--- src/rtl/board_access_if.sv ---
// Shared board access bundle between the four requesters, the clear control
// and the board arbiter.
interface board_access_if #(
  parameter int CELL_W = 2
);
  logic              game_req;
  logic              game_we;
  logic [2:0]        game_row;
  logic [2:0]        game_col;
  logic [CELL_W-1:0] game_wdata;
  logic              game_gnt;
  logic              game_rvalid;
  logic              vga_req;
  logic [2:0]        vga_row;
  logic [2:0]        vga_col;
  logic              vga_gnt;
  logic              vga_rvalid;
  logic              scan_req;
  logic [2:0]        scan_row;
  logic [2:0]        scan_col;
  logic              scan_gnt;
  logic              scan_rvalid;
  logic              dbg_en;
  logic              dbg_req;
  logic [2:0]        dbg_row;
  logic [2:0]        dbg_col;
  logic              dbg_gnt;
  logic              dbg_rvalid;
  logic              clear_start;
  logic              clear_busy;
  logic              clear_done;
  logic [CELL_W-1:0] rdata;
  logic              addr_err;

  modport master (
    output game_req, game_we, game_row, game_col, game_wdata,
    output vga_req, vga_row, vga_col,
    output scan_req, scan_row, scan_col,
    output dbg_en, dbg_req, dbg_row, dbg_col, clear_start,
    input  game_gnt, game_rvalid, vga_gnt, vga_rvalid, scan_gnt, scan_rvalid,
    input  dbg_gnt, dbg_rvalid, clear_busy, clear_done, rdata, addr_err
  );

  modport slave (
    input  game_req, game_we, game_row, game_col, game_wdata,
    input  vga_req, vga_row, vga_col,
    input  scan_req, scan_row, scan_col,
    input  dbg_en, dbg_req, dbg_row, dbg_col, clear_start,
    output game_gnt, game_rvalid, vga_gnt, vga_rvalid, scan_gnt, scan_rvalid,
    output dbg_gnt, dbg_rvalid, clear_busy, clear_done, rdata, addr_err
  );
endinterface

--- src/rtl/board_access_arbiter.sv ---
// Connect-four board store with a single access port shared by game, vga,
// scan and debug requesters, plus a one-cell-per-cycle clear sweep.
module board_access_arbiter #(
  parameter int ROWS     = 6,
  parameter int COLS     = 7,
  parameter int CELL_W   = 2,
  parameter int MAX_WAIT = 8
) (
  input logic          clk,
  input logic          rst,
  board_access_if.slave bus
);
  localparam int CELLS = ROWS * COLS;
  localparam int IDX_W = $clog2(CELLS);
  localparam int CNT_W = $clog2(MAX_WAIT + 1);

  typedef enum logic {ST_IDLE = 1'b0, ST_CLEAR = 1'b1} state_t;

  state_t            state_q, state_d;
  logic [IDX_W-1:0]  clr_idx_q, clr_idx_d;
  logic              rr_q, rr_d;
  logic [CNT_W-1:0]  scan_cnt_q, scan_cnt_d;
  logic [CNT_W-1:0]  dbg_cnt_q, dbg_cnt_d;
  logic [CELL_W-1:0] board_q [CELLS];
  logic [CELL_W-1:0] board_d [CELLS];
  logic [3:0]        rvalid_q, rvalid_d;
  logic [CELL_W-1:0] rdata_q, rdata_d;
  logic              addr_err_q, addr_err_d;
  logic              clear_busy_q, clear_busy_d;
  logic              clear_done_q, clear_done_d;

  logic [3:0]        gnt_s;
  logic              dbg_req_s, scan_prom_s, dbg_prom_s;
  logic [2:0]        sel_row_s, sel_col_s;
  logic              sel_we_s, sel_oor_s;
  logic [IDX_W-1:0]  sel_idx_s;

  // Grant order: game, then promoted scan/dbg, then vga, then scan/dbg round-robin (rr_q=1 favours dbg).
  always_comb begin
    dbg_req_s   = bus.dbg_en & bus.dbg_req;
    scan_prom_s = bus.scan_req & (scan_cnt_q == CNT_W'(MAX_WAIT));
    dbg_prom_s  = dbg_req_s & (dbg_cnt_q == CNT_W'(MAX_WAIT));
    gnt_s       = 4'b0000;
    if (rst || (state_q != ST_IDLE)) begin
      gnt_s = 4'b0000;
    end else if (bus.game_req) begin
      gnt_s = 4'b0001;
    end else if (scan_prom_s && dbg_prom_s) begin
      gnt_s = rr_q ? 4'b1000 : 4'b0100;
    end else if (scan_prom_s) begin
      gnt_s = 4'b0100;
    end else if (dbg_prom_s) begin
      gnt_s = 4'b1000;
    end else if (bus.vga_req) begin
      gnt_s = 4'b0010;
    end else if (bus.scan_req && dbg_req_s) begin
      gnt_s = rr_q ? 4'b1000 : 4'b0100;
    end else if (bus.scan_req) begin
      gnt_s = 4'b0100;
    end else if (dbg_req_s) begin
      gnt_s = 4'b1000;
    end else begin
      gnt_s = 4'b0000;
    end
  end

  always_comb begin
    if (gnt_s[0]) begin
      sel_row_s = bus.game_row;
      sel_col_s = bus.game_col;
    end else if (gnt_s[1]) begin
      sel_row_s = bus.vga_row;
      sel_col_s = bus.vga_col;
    end else if (gnt_s[2]) begin
      sel_row_s = bus.scan_row;
      sel_col_s = bus.scan_col;
    end else begin
      sel_row_s = bus.dbg_row;
      sel_col_s = bus.dbg_col;
    end
    sel_we_s  = gnt_s[0] & bus.game_we;
    sel_oor_s = (sel_row_s >= 3'(ROWS)) || (sel_col_s >= 3'(COLS));
    sel_idx_s = IDX_W'(sel_row_s) * IDX_W'(COLS) + IDX_W'(sel_col_s);
  end

  always_comb begin
    state_d      = state_q;
    clr_idx_d    = clr_idx_q;
    rr_d         = rr_q;
    scan_cnt_d   = scan_cnt_q;
    dbg_cnt_d    = dbg_cnt_q;
    board_d      = board_q;
    rvalid_d     = 4'b0000;
    rdata_d      = rdata_q;
    addr_err_d   = 1'b0;
    clear_busy_d = clear_busy_q;
    clear_done_d = 1'b0;

    // Out-of-range accesses are granted but drop writes and read back zero.
    if (|gnt_s) begin
      addr_err_d = sel_oor_s;
      if (sel_we_s) begin
        if (!sel_oor_s) begin
          board_d[sel_idx_s] = bus.game_wdata;
        end else begin
          board_d = board_q;
        end
      end else begin
        rvalid_d = gnt_s;
        rdata_d  = sel_oor_s ? {CELL_W{1'b0}} : board_q[sel_idx_s];
      end
    end else begin
      addr_err_d = 1'b0;
    end

    if (gnt_s[2] || gnt_s[3]) begin
      rr_d = ~rr_q;
    end else begin
      rr_d = rr_q;
    end

    if (gnt_s[2]) begin
      scan_cnt_d = {CNT_W{1'b0}};
    end else if (bus.scan_req && (scan_cnt_q != CNT_W'(MAX_WAIT))) begin
      scan_cnt_d = scan_cnt_q + CNT_W'(1);
    end else begin
      scan_cnt_d = scan_cnt_q;
    end

    if (!bus.dbg_en || gnt_s[3]) begin
      dbg_cnt_d = {CNT_W{1'b0}};
    end else if (bus.dbg_req && (dbg_cnt_q != CNT_W'(MAX_WAIT))) begin
      dbg_cnt_d = dbg_cnt_q + CNT_W'(1);
    end else begin
      dbg_cnt_d = dbg_cnt_q;
    end

    case (state_q)
      ST_IDLE: begin
        if (bus.clear_start) begin
          state_d      = ST_CLEAR;
          clr_idx_d    = {IDX_W{1'b0}};
          clear_busy_d = 1'b1;
        end else begin
          state_d = ST_IDLE;
        end
      end
      ST_CLEAR: begin
        board_d[clr_idx_q] = {CELL_W{1'b0}};
        if (clr_idx_q == IDX_W'(CELLS - 1)) begin
          state_d      = ST_IDLE;
          clear_busy_d = 1'b0;
          clear_done_d = 1'b1;
        end else begin
          clr_idx_d = clr_idx_q + IDX_W'(1);
        end
      end
      default: begin
        state_d      = ST_IDLE;
        clear_busy_d = 1'b0;
      end
    endcase
  end

  always_ff @(posedge clk or posedge rst) begin
    if (rst) begin
      state_q      <= ST_IDLE;
      clr_idx_q    <= {IDX_W{1'b0}};
      rr_q         <= 1'b0;
      scan_cnt_q   <= {CNT_W{1'b0}};
      dbg_cnt_q    <= {CNT_W{1'b0}};
      rvalid_q     <= 4'b0000;
      rdata_q      <= {CELL_W{1'b0}};
      addr_err_q   <= 1'b0;
      clear_busy_q <= 1'b0;
      clear_done_q <= 1'b0;
      for (int i = 0; i < CELLS; i++) begin
        board_q[i] <= {CELL_W{1'b0}};
      end
    end else begin
      state_q      <= state_d;
      clr_idx_q    <= clr_idx_d;
      rr_q         <= rr_d;
      scan_cnt_q   <= scan_cnt_d;
      dbg_cnt_q    <= dbg_cnt_d;
      rvalid_q     <= rvalid_d;
      rdata_q      <= rdata_d;
      addr_err_q   <= addr_err_d;
      clear_busy_q <= clear_busy_d;
      clear_done_q <= clear_done_d;
      for (int i = 0; i < CELLS; i++) begin
        board_q[i] <= board_d[i];
      end
    end
  end

  assign bus.game_gnt    = gnt_s[0];
  assign bus.vga_gnt     = gnt_s[1];
  assign bus.scan_gnt    = gnt_s[2];
  assign bus.dbg_gnt     = gnt_s[3];
  assign bus.game_rvalid = rvalid_q[0];
  assign bus.vga_rvalid  = rvalid_q[1];
  assign bus.scan_rvalid = rvalid_q[2];
  assign bus.dbg_rvalid  = rvalid_q[3];
  assign bus.rdata       = rdata_q;
  assign bus.addr_err    = addr_err_q;
  assign bus.clear_busy  = clear_busy_q;
  assign bus.clear_done  = clear_done_q;
endmodule
--- src/flat_wrapper.sv ---
// flat-port wrapper written by rule: the top's interface ports become plain ports
module board_access_arbiter_flat 
#(
  parameter int ROWS     = 6,
  parameter int COLS     = 7,
  parameter int CELL_W   = 2,
  parameter int MAX_WAIT = 8
)
  (clk, rst, bus_game_req, bus_game_we, bus_game_row, bus_game_col, bus_game_wdata, bus_vga_req, bus_vga_row, bus_vga_col, bus_scan_req, bus_scan_row, bus_scan_col, bus_dbg_en, bus_dbg_req, bus_dbg_row, bus_dbg_col, bus_clear_start, bus_game_gnt, bus_game_rvalid, bus_vga_gnt, bus_vga_rvalid, bus_scan_gnt, bus_scan_rvalid, bus_dbg_gnt, bus_dbg_rvalid, bus_clear_busy, bus_clear_done, bus_rdata, bus_addr_err);
  board_access_if #(.CELL_W(CELL_W)) bus_i ();
  input logic clk;
  input logic rst;
  input wire logic [$bits(bus_i.game_req)-1:0] bus_game_req;
  input wire logic [$bits(bus_i.game_we)-1:0] bus_game_we;
  input wire logic [$bits(bus_i.game_row)-1:0] bus_game_row;
  input wire logic [$bits(bus_i.game_col)-1:0] bus_game_col;
  input wire logic [$bits(bus_i.game_wdata)-1:0] bus_game_wdata;
  input wire logic [$bits(bus_i.vga_req)-1:0] bus_vga_req;
  input wire logic [$bits(bus_i.vga_row)-1:0] bus_vga_row;
  input wire logic [$bits(bus_i.vga_col)-1:0] bus_vga_col;
  input wire logic [$bits(bus_i.scan_req)-1:0] bus_scan_req;
  input wire logic [$bits(bus_i.scan_row)-1:0] bus_scan_row;
  input wire logic [$bits(bus_i.scan_col)-1:0] bus_scan_col;
  input wire logic [$bits(bus_i.dbg_en)-1:0] bus_dbg_en;
  input wire logic [$bits(bus_i.dbg_req)-1:0] bus_dbg_req;
  input wire logic [$bits(bus_i.dbg_row)-1:0] bus_dbg_row;
  input wire logic [$bits(bus_i.dbg_col)-1:0] bus_dbg_col;
  input wire logic [$bits(bus_i.clear_start)-1:0] bus_clear_start;
  output wire logic [$bits(bus_i.game_gnt)-1:0] bus_game_gnt;
  output wire logic [$bits(bus_i.game_rvalid)-1:0] bus_game_rvalid;
  output wire logic [$bits(bus_i.vga_gnt)-1:0] bus_vga_gnt;
  output wire logic [$bits(bus_i.vga_rvalid)-1:0] bus_vga_rvalid;
  output wire logic [$bits(bus_i.scan_gnt)-1:0] bus_scan_gnt;
  output wire logic [$bits(bus_i.scan_rvalid)-1:0] bus_scan_rvalid;
  output wire logic [$bits(bus_i.dbg_gnt)-1:0] bus_dbg_gnt;
  output wire logic [$bits(bus_i.dbg_rvalid)-1:0] bus_dbg_rvalid;
  output wire logic [$bits(bus_i.clear_busy)-1:0] bus_clear_busy;
  output wire logic [$bits(bus_i.clear_done)-1:0] bus_clear_done;
  output wire logic [$bits(bus_i.rdata)-1:0] bus_rdata;
  output wire logic [$bits(bus_i.addr_err)-1:0] bus_addr_err;
  assign bus_i.game_req = bus_game_req;
  assign bus_i.game_we = bus_game_we;
  assign bus_i.game_row = bus_game_row;
  assign bus_i.game_col = bus_game_col;
  assign bus_i.game_wdata = bus_game_wdata;
  assign bus_i.vga_req = bus_vga_req;
  assign bus_i.vga_row = bus_vga_row;
  assign bus_i.vga_col = bus_vga_col;
  assign bus_i.scan_req = bus_scan_req;
  assign bus_i.scan_row = bus_scan_row;
  assign bus_i.scan_col = bus_scan_col;
  assign bus_i.dbg_en = bus_dbg_en;
  assign bus_i.dbg_req = bus_dbg_req;
  assign bus_i.dbg_row = bus_dbg_row;
  assign bus_i.dbg_col = bus_dbg_col;
  assign bus_i.clear_start = bus_clear_start;
  assign bus_game_gnt = bus_i.game_gnt;
  assign bus_game_rvalid = bus_i.game_rvalid;
  assign bus_vga_gnt = bus_i.vga_gnt;
  assign bus_vga_rvalid = bus_i.vga_rvalid;
  assign bus_scan_gnt = bus_i.scan_gnt;
  assign bus_scan_rvalid = bus_i.scan_rvalid;
  assign bus_dbg_gnt = bus_i.dbg_gnt;
  assign bus_dbg_rvalid = bus_i.dbg_rvalid;
  assign bus_clear_busy = bus_i.clear_busy;
  assign bus_clear_done = bus_i.clear_done;
  assign bus_rdata = bus_i.rdata;
  assign bus_addr_err = bus_i.addr_err;
  board_access_arbiter #(.ROWS(ROWS), .COLS(COLS), .CELL_W(CELL_W), .MAX_WAIT(MAX_WAIT)) u_core (.clk(clk), .rst(rst), .bus(bus_i));
endmodule
--- config.mk ---
export PLATFORM = sky130hd
export DESIGN_NAME = board_access_arbiter_flat
export DESIGN_NICKNAME = d
export VERILOG_FILES = /design/src/rtl/board_access_if.sv /design/src/rtl/board_access_arbiter.sv /design/src/flat_wrapper.sv
export SDC_FILE = /design/constraint.sdc
export NUM_CORES = 1
export LEC_CHECK = 0
export ABC_CLOCK_PERIOD_IN_PS = 6300
export CAP_MARGIN = 10
export CORE_UTILIZATION = 50
export CTS_CLUSTER_DIAMETER = 100
export DETAILED_ROUTE_END_ITERATION = 6
export HOLD_SLACK_MARGIN = 0.06
export PLACE_DENSITY = 0.69
export SLEW_MARGIN = 25
export SYNTH_ARGS = -nofsm -noshare
export SYNTH_HDL_FRONTEND = slang
export SYNTH_SLANG_ARGS = --single-unit
--- constraint.sdc ---
create_clock -name clk -period 6.3 [get_ports clk]
set_input_delay 1.575 -clock clk [delete_from_list [all_inputs] [get_ports clk]]
set_output_delay 1.575 -clock clk [all_outputs]
set_load 0.03 [all_outputs]
# Yosys cells after proc, flatten, opt, wreduce, memory -nomap -nowiden
# Cells that the tools add are included.
[totals]
register_bits = 109
output_inout_bits = 13
elab_cells = 146
[classes]
magnitude_cmp = 6
n_addsub = 4
mul = 1
n_eq_ne = 8
n_reduce_logical = 17
n_bitwise = 11
muxes = 47
[op_table]
columns = ["op", "n"]
rows = [
  ["84-bit two-way mux", 4],
  ["84-bit AND", 1],
  ["84-bit bitwise mux", 1],
  ["84-bit NOT", 1],
  ["4-bit two-way mux", 16],
  ["2-bit demux with 6-bit select", 2],
  ["3-bit two-way mux", 6],
  ["7-bit >= comparator (second input constant)", 2],
  ["7-bit by 1-bit less-than comparator with 1-bit output (second input constant)", 2],
  ["6-bit NOT with 7-bit output", 2],
  ["2-bit binary-select mux with 6-bit select", 1],
  ["6-bit two-way mux", 2],
  ["6-bit one-hot mux with 2 select lines", 1],
  ["2-bit two-way mux", 5],
  ["4-bit by 1-bit adder with 4-bit output (second input constant)", 2],
  ["4-bit equality test (second input constant)", 2],
  ["4-bit != test (second input constant)", 2],
  ["1-bit two-way mux", 7],
  ["6-bit by 1-bit adder with 6-bit output (second input constant)", 1],
  ["6-bit by 3-bit adder with 6-bit output", 1],
  ["6-bit equality test (second input constant)", 1],
  ["3-bit >= comparator (second input constant)", 2],
  ["1-bit logical AND", 6],
  ["3-bit by 3-bit multiplier with 6-bit output (second input constant)", 1],
  ["9 further kinds", 23],
]

# Logic depth before layout (Yosys ltp)
[logic_depth]
word_depth = 26
depth_mapped = 23
mapped_depth_nobuf = 21

# Least setup slack after synthesis
# No wires, ideal clock.
[synth_timing]
kind = "input to register"
start = "in bus_scan_req"
end = "reg u_core.rdata_q[0], in the netlist u_core.bus.rdata[0]"
setup_time_ns = 0.076
setup_slack_ns = -0.757
arrival_ns = 6.980
n_path_buf = 2
stages = 21
path_cell_list = "buf_2 -> and4b_1 -> buf_2 -> o21ai_1 -> a21oi_1 -> mux2i_1 -> o21ai_0 -> mux2i_1 -> inv_1 -> fa_1 -> inv_1 -> fa_1 -> inv_1 -> fa_1 -> and3_1 -> o21ai_0 -> nand2_1 -> or4_1 -> a31oi_1 -> a221oi_1 -> o21ai_1"
[synth_via]
elab_chain_len = 18
elab_cells_between_ends = 31
[synth_rtl]
columns = ["element", "line_no", "text"]
rows = [
  ["start, declared", "flat_wrapper.sv:21", "input wire logic [$bits(bus_i.scan_req)-1:0] bus_scan_req;"],
  ["4-bit two-way mux or 1-bit logical AND (tied branches)", "board_access_arbiter.sv:58, board_access_arbiter.sv:56", ""],
  ["4-bit two-way mux", "board_access_arbiter.sv:56", "end else if (bus.scan_req && dbg_req_s) begin"],
  ["4-bit two-way mux", "board_access_arbiter.sv:54", "end else if (bus.vga_req) begin"],
  ["4-bit two-way mux", "board_access_arbiter.sv:52", "end else if (dbg_prom_s) begin"],
  ["4-bit two-way mux", "board_access_arbiter.sv:50", "end else if (scan_prom_s) begin"],
  ["4-bit two-way mux (*)", "board_access_arbiter.sv:48", "end else if (scan_prom_s && dbg_prom_s) begin"],
  ["4-bit two-way mux (*)", "board_access_arbiter.sv:46", "end else if (bus.game_req) begin"],
  ["4-bit two-way mux (*)", "board_access_arbiter.sv:44", "if (rst || (state_q != ST_IDLE)) begin"],
  ["net bus_scan_gnt", "flat_wrapper.sv:33", "output wire logic [$bits(bus_i.scan_gnt)-1:0] bus_scan_gnt;"],
  ["[... 1 more ...]", "n/a", ""],
  ["3-bit two-way mux", "board_access_arbiter.sv:71", "end else if (gnt_s[1]) begin"],
  ["3-bit two-way mux", "board_access_arbiter.sv:68", "if (gnt_s[0]) begin"],
  ["3-bit by 3-bit multiplier with 6-bit output", "board_access_arbiter.sv:83", "sel_idx_s = IDX_W'(sel_row_s) * IDX_W'(COLS) + IDX_W'(sel_col_s);"],
  ["6-bit by 3-bit adder with 6-bit output", "board_access_arbiter.sv:83", ""],
  ["6-bit NOT with 7-bit output (implied by the code)", "board_access_arbiter.sv:110", "rdata_d = sel_oor_s ? {CELL_W{1'b0}} : board_q[sel_idx_s];"],
  ["2-bit binary-select mux with 6-bit select", "board_access_arbiter.sv:110", ""],
  ["2-bit two-way mux (implied by the code) (2 in series)", "board_access_arbiter.sv:110", ""],
  ["2-bit two-way mux", "board_access_arbiter.sv:110", ""],
  ["end signal, assigned", "board_access_arbiter.sv:173", "rdata_q <= {CELL_W{1'b0}};"],
  ["end signal, assigned", "board_access_arbiter.sv:187", "rdata_q <= rdata_d;"],
  ["end, declared", "board_access_arbiter.sv:27", "logic [CELL_W-1:0] rdata_q, rdata_d;"],
]
# The timed path passes the listed nets; every way through them passes the cells marked *. The select of a mux whose other input is x is not followed.
# A chain may end at the register's enable or synchronous reset.

# Worst setup path in the final report
[layout_timing]
start = "in bus_game_req"
end = "reg u_core.rdata_q[1], in the netlist u_core.bus.rdata[1]"
[layout_via]
elab_chain_len = 12
elab_cells_between_ends = 22
[layout_rtl]
columns = ["element", "line_no", "text"]
rows = [
  ["start, declared", "flat_wrapper.sv:13", "input wire logic [$bits(bus_i.game_req)-1:0] bus_game_req;"],
  ["4-bit two-way mux (*)", "board_access_arbiter.sv:46", ""],
  ["4-bit two-way mux (*)", "board_access_arbiter.sv:44", ""],
  ["3-bit two-way mux", "board_access_arbiter.sv:74", "end else if (gnt_s[2]) begin"],
  ["3-bit two-way mux", "board_access_arbiter.sv:71", ""],
  ["3-bit two-way mux", "board_access_arbiter.sv:68", ""],
  ["3-bit by 3-bit multiplier with 6-bit output", "board_access_arbiter.sv:83", ""],
  ["6-bit by 3-bit adder with 6-bit output", "board_access_arbiter.sv:83", ""],
  ["6-bit NOT with 7-bit output (implied by the code)", "board_access_arbiter.sv:110", ""],
  ["2-bit binary-select mux with 6-bit select", "board_access_arbiter.sv:110", ""],
  ["2-bit two-way mux (implied by the code) (2 in series)", "board_access_arbiter.sv:110", ""],
  ["2-bit two-way mux", "board_access_arbiter.sv:110", ""],
]
# Every way passes the cells marked *; elsewhere a longest branch is shown, timed or not. The select of a mux whose other input is x is not followed.

==> impl_metrics.ini <==
[timing]
hold_ws_ns = 0.5209
worst_slew_pin_slew_ns = 0.7969
final.setup_skew_ns = 0.01197
period_minus_slack_ns = 6.072
report.final.setup_viol = 0
post-route-period-util_pct = 96.39
timing.fmax_mhz = 164.7
drv_slew = 0
slew_headroom_pct = 46.87
hold_viol_final = 0
rsz0062_at_grt = no

[finish]
nets = 998
antenna_cells = 0
design_area_sq_um = 9512
final_util_pct = 67.48
layout-drive-gt1-share_pct = 25.13
fin_cells = 1127
synthToLayoutAreaGrowth_pct = 29.53
multi_input_area_sq_um = 4497
seq_area_sq_um = 2728
fillers = 1128

[clock_tree]
numCtsBuffers = 9
cts_max_level = 3
clkLatencyLatePin_ns = 0.37
clockBufferDepth = 2
cts_tree = built
cts_root_buffer = clkbuf_16
clock_sinks = 109
ctsHoldBuffers = 0
clk_pin_slew_worst_paths_ns = 0.07

[grt]
grt_pass1_vias = 7072
grt_first_pass_wirelength_microns = 38080
top_usage_layer = met2
antenna_found_initial = 0
overflow = 0
grt_start_max_net_pins = 85
met2_usage_pct = 52.34
track_usage_pct = 33.61
use_met3_pct = 7.149
grtUsageMet1_pct = 43.91

[placed_design]
numPortBuffers = 47
hpwl_microns = 17530
finalWeightedCongestion = 0.9831
dpl_cell_area_sq_um = 8865
placed_cells = 1103

[pwr]
netSwitchingFraction_pct = 43.71
clkPwrFrac_pct = 18.2
p_seq_share_pct = 25.8
leakagePower_uw = 0.004204
p_sw_uw = 1523
peakVddDrop_uv = 210.2
powerDensity_nw_per_um2 = 366.4
combPwrFrac_pct = 56.0
internal-power_uw = 1962

[worst_setup_path]
end_kind = register
max_stage_delay_ns = 0.49
cp_slowest_cell = fa_2
path_buf_inv = 5
crit_type = input pin to register
crit_arrival_ns = 6.32
cp_max_fo = 7
worstPathCellList = clkdlybuf4s50_1, or3_4, a21oi_4, buf_6, mux2i_1, o21ai_0, mux2i_1, fa_1, inv_2, fa_1, inv_2, fa_2, clkbuf_16, or2_2, o22ai_2, a221oi_1, o22a_1, a31oi_1, o21ai_1
start_kind = input pin
path_delay_family = adder cells
cp_data_required_time_ns = 6.55

[synth]
synth_top_area_cell = dfrtp_1
synth_seq_cells = 109
yosys_warnings = 0
ys_types = 71
synthesis.nets = 859
synth_area_per_cell_sq_um = 9.145
synthArstFlopShare_pct = 100.0
yosysMostFrequentCell = dfrtp_1
ys.flop_type = dfrtp_1
synth_area_sq_um = 7343
yosysTopAreaCellShare_pct = 37.14
yosys-top-cells-area = dfrtp_1 37%, mux2i_1 7.6%, nor2_1 5.1%
synth_edf_count = 0
netlist_top_cells_count = 109 x dfrtp_1, 99 x nor2_1, 56 x mux2i_1, 54 x o21ai_0
synth-seq-area-share_pct = 37.14
synth_cells = 803

[floorplan]
num_rows = 43
die_area_sq_um = 15180
ios = 48
core_sq_um = 14100
die_y_microns = 123.2
die_w_microns = 123.2
start_util_pct = 52.09

[route]
first_pass_iters = 7
wl_per_cell_microns = 21.94
vias = 7139
ant_nets = 0
drc_errors = 0
first_iter_violations = 691
viasPerCell = 6.335
routed_wl_microns = 24730

[run_status]
status = finished, final reports clean

[hold_path]
hold_path_class = register to register

[run]
max-cap-violations = 0
-- worst paths after layout --
check | endpoint | startpoint | depth (start not counted) | slack, ns
max in group asynchronous | u_core.board_q[11] | rst | 4 | 3.88
min in group asynchronous | u_core.rvalid_q[1] | rst | 3 | 1.50
worst max register to register | u_core.bus.rdata[1] | u_core.dbg_cnt_q[0] | 21 | 0.88
worst min-delay path | u_core.board_q[13] | u_core.board_q[13] | 2 | 0.52
worst min register to register | u_core.board_q[13] | u_core.board_q[13] | 2 | 0.52
worst max-delay path | u_core.bus.rdata[1] | bus_game_req | 19 | 0.23
-- placed cells by master (no fill, tap or decap), types with 8 or more instances in the layout --
master,n
nor3_1,11
mux2i_1,55
o211ai_1,13
o311ai_2,14
o31ai_1,11
nand4_1,19
o311ai_1,8
o21ai_1,15
dfrtp_1,109
ha_1,15
o21ai_0,43
nor2b_1,9
clkbuf_16,11
inv_1,21
nand2_1,38
a21oi_1,48
nand3_1,50
buf_4,123
mux2_2,9
nor2_1,97
clkdlybuf4s50_1,42
-- power groups by stage --
stage	Clock [uW]	Combinational, uW	Sequential [uW]
floorplan	0	976	872
global placement	0	1690	899
detailed placement	0	1700	904
CTS	642	1720	893
global route	666	2060	913
finish	634	1950	898
-- logic make-up (layout without fill, tap and decap cells) --
family          Yosys count  after routing  share of synthesized area (%)
simple gates            291            291                          20.07
compound gates          219            219                          21.67
flops                   109            109                          37.14
buf+inv                  79            223                          4.720
mux                      71             71                          10.85
fa+ha+maj                21             21                          3.987
xor+xnor                 13             13                          1.551
-- worst register-to-register path, stage by stage, from the launching register on --
cell       delay (ns)
dfrtp_1          0.40
inv_1            0.10
ha_1             0.17
nand3b_1         0.38
o2111ai_4        0.40
a21oi_4          0.10
buf_6            0.15
mux2i_1          0.12
o21ai_0          0.18
mux2i_1          0.16
fa_1             0.57
inv_2            0.04
fa_1             0.51
inv_2            0.05
fa_2             0.48
clkbuf_16        0.19
or2_2            0.42
o22ai_2          0.25
a221oi_1         0.09
o22a_1           0.20
a31oi_1          0.25
o21ai_1          0.09
-- timing repair --
action	4_1_cts	5_1_grt
pin swaps	0	16
gates resized for setup	5	50
setup buffers	0	6
endpoints found under the setup margin	2	86
gates cloned	0	2
-- flip-flops by register name (all words and copies together), names as in the netlist --
name / cells
u_core.board_q: 84
u_core.clr_idx_q: 6
u_core.dbg_cnt_q: 4
u_core.rvalid_q: 4
u_core.scan_cnt_q: 4
u_core.bus.rdata: 2
u_core.bus.addr_err: 1
u_core.bus.clear_busy: 1
u_core.bus.clear_done: 1
u_core.rr_q: 1
u_core.state_q: 1
-- through the flow --
stage / worst slack, ns / total power, uW / setup TNS (ns)
floorplan: 0.02053 / 1847 / 0
global placement: -0.4750 / 2593 / -17.49
detailed placement: -0.5629 / 2606 / -21.89
CTS: 0.02366 / 3254 / 0
global route: 0.009479 / 3641 / 0
finish: 0.2277 / 3485 / 0
-- layer usage --
metal  wire length (microns)  share of wire [%]  up-vias
met4                     987                4.0        0
met5                       0                  0        -
met3                    2163                8.7       65
met2                   11390                 46      379
li1                        -                  -     3246
met1                   10190                 41     3449
-- area by class of cell --
type | count | share of cell area (%)
multi-input combinational | 615 | 47.28
sequential | 109 | 28.68
timing repair buffer | 182 | 17.18
clock buffer | 10 | 2.512
tap | 180 | 2.368
inverter | 25 | 1.039
clock inverter | 6 | 0.9471
No activity file was read; power rests on OpenSTA's default activity.
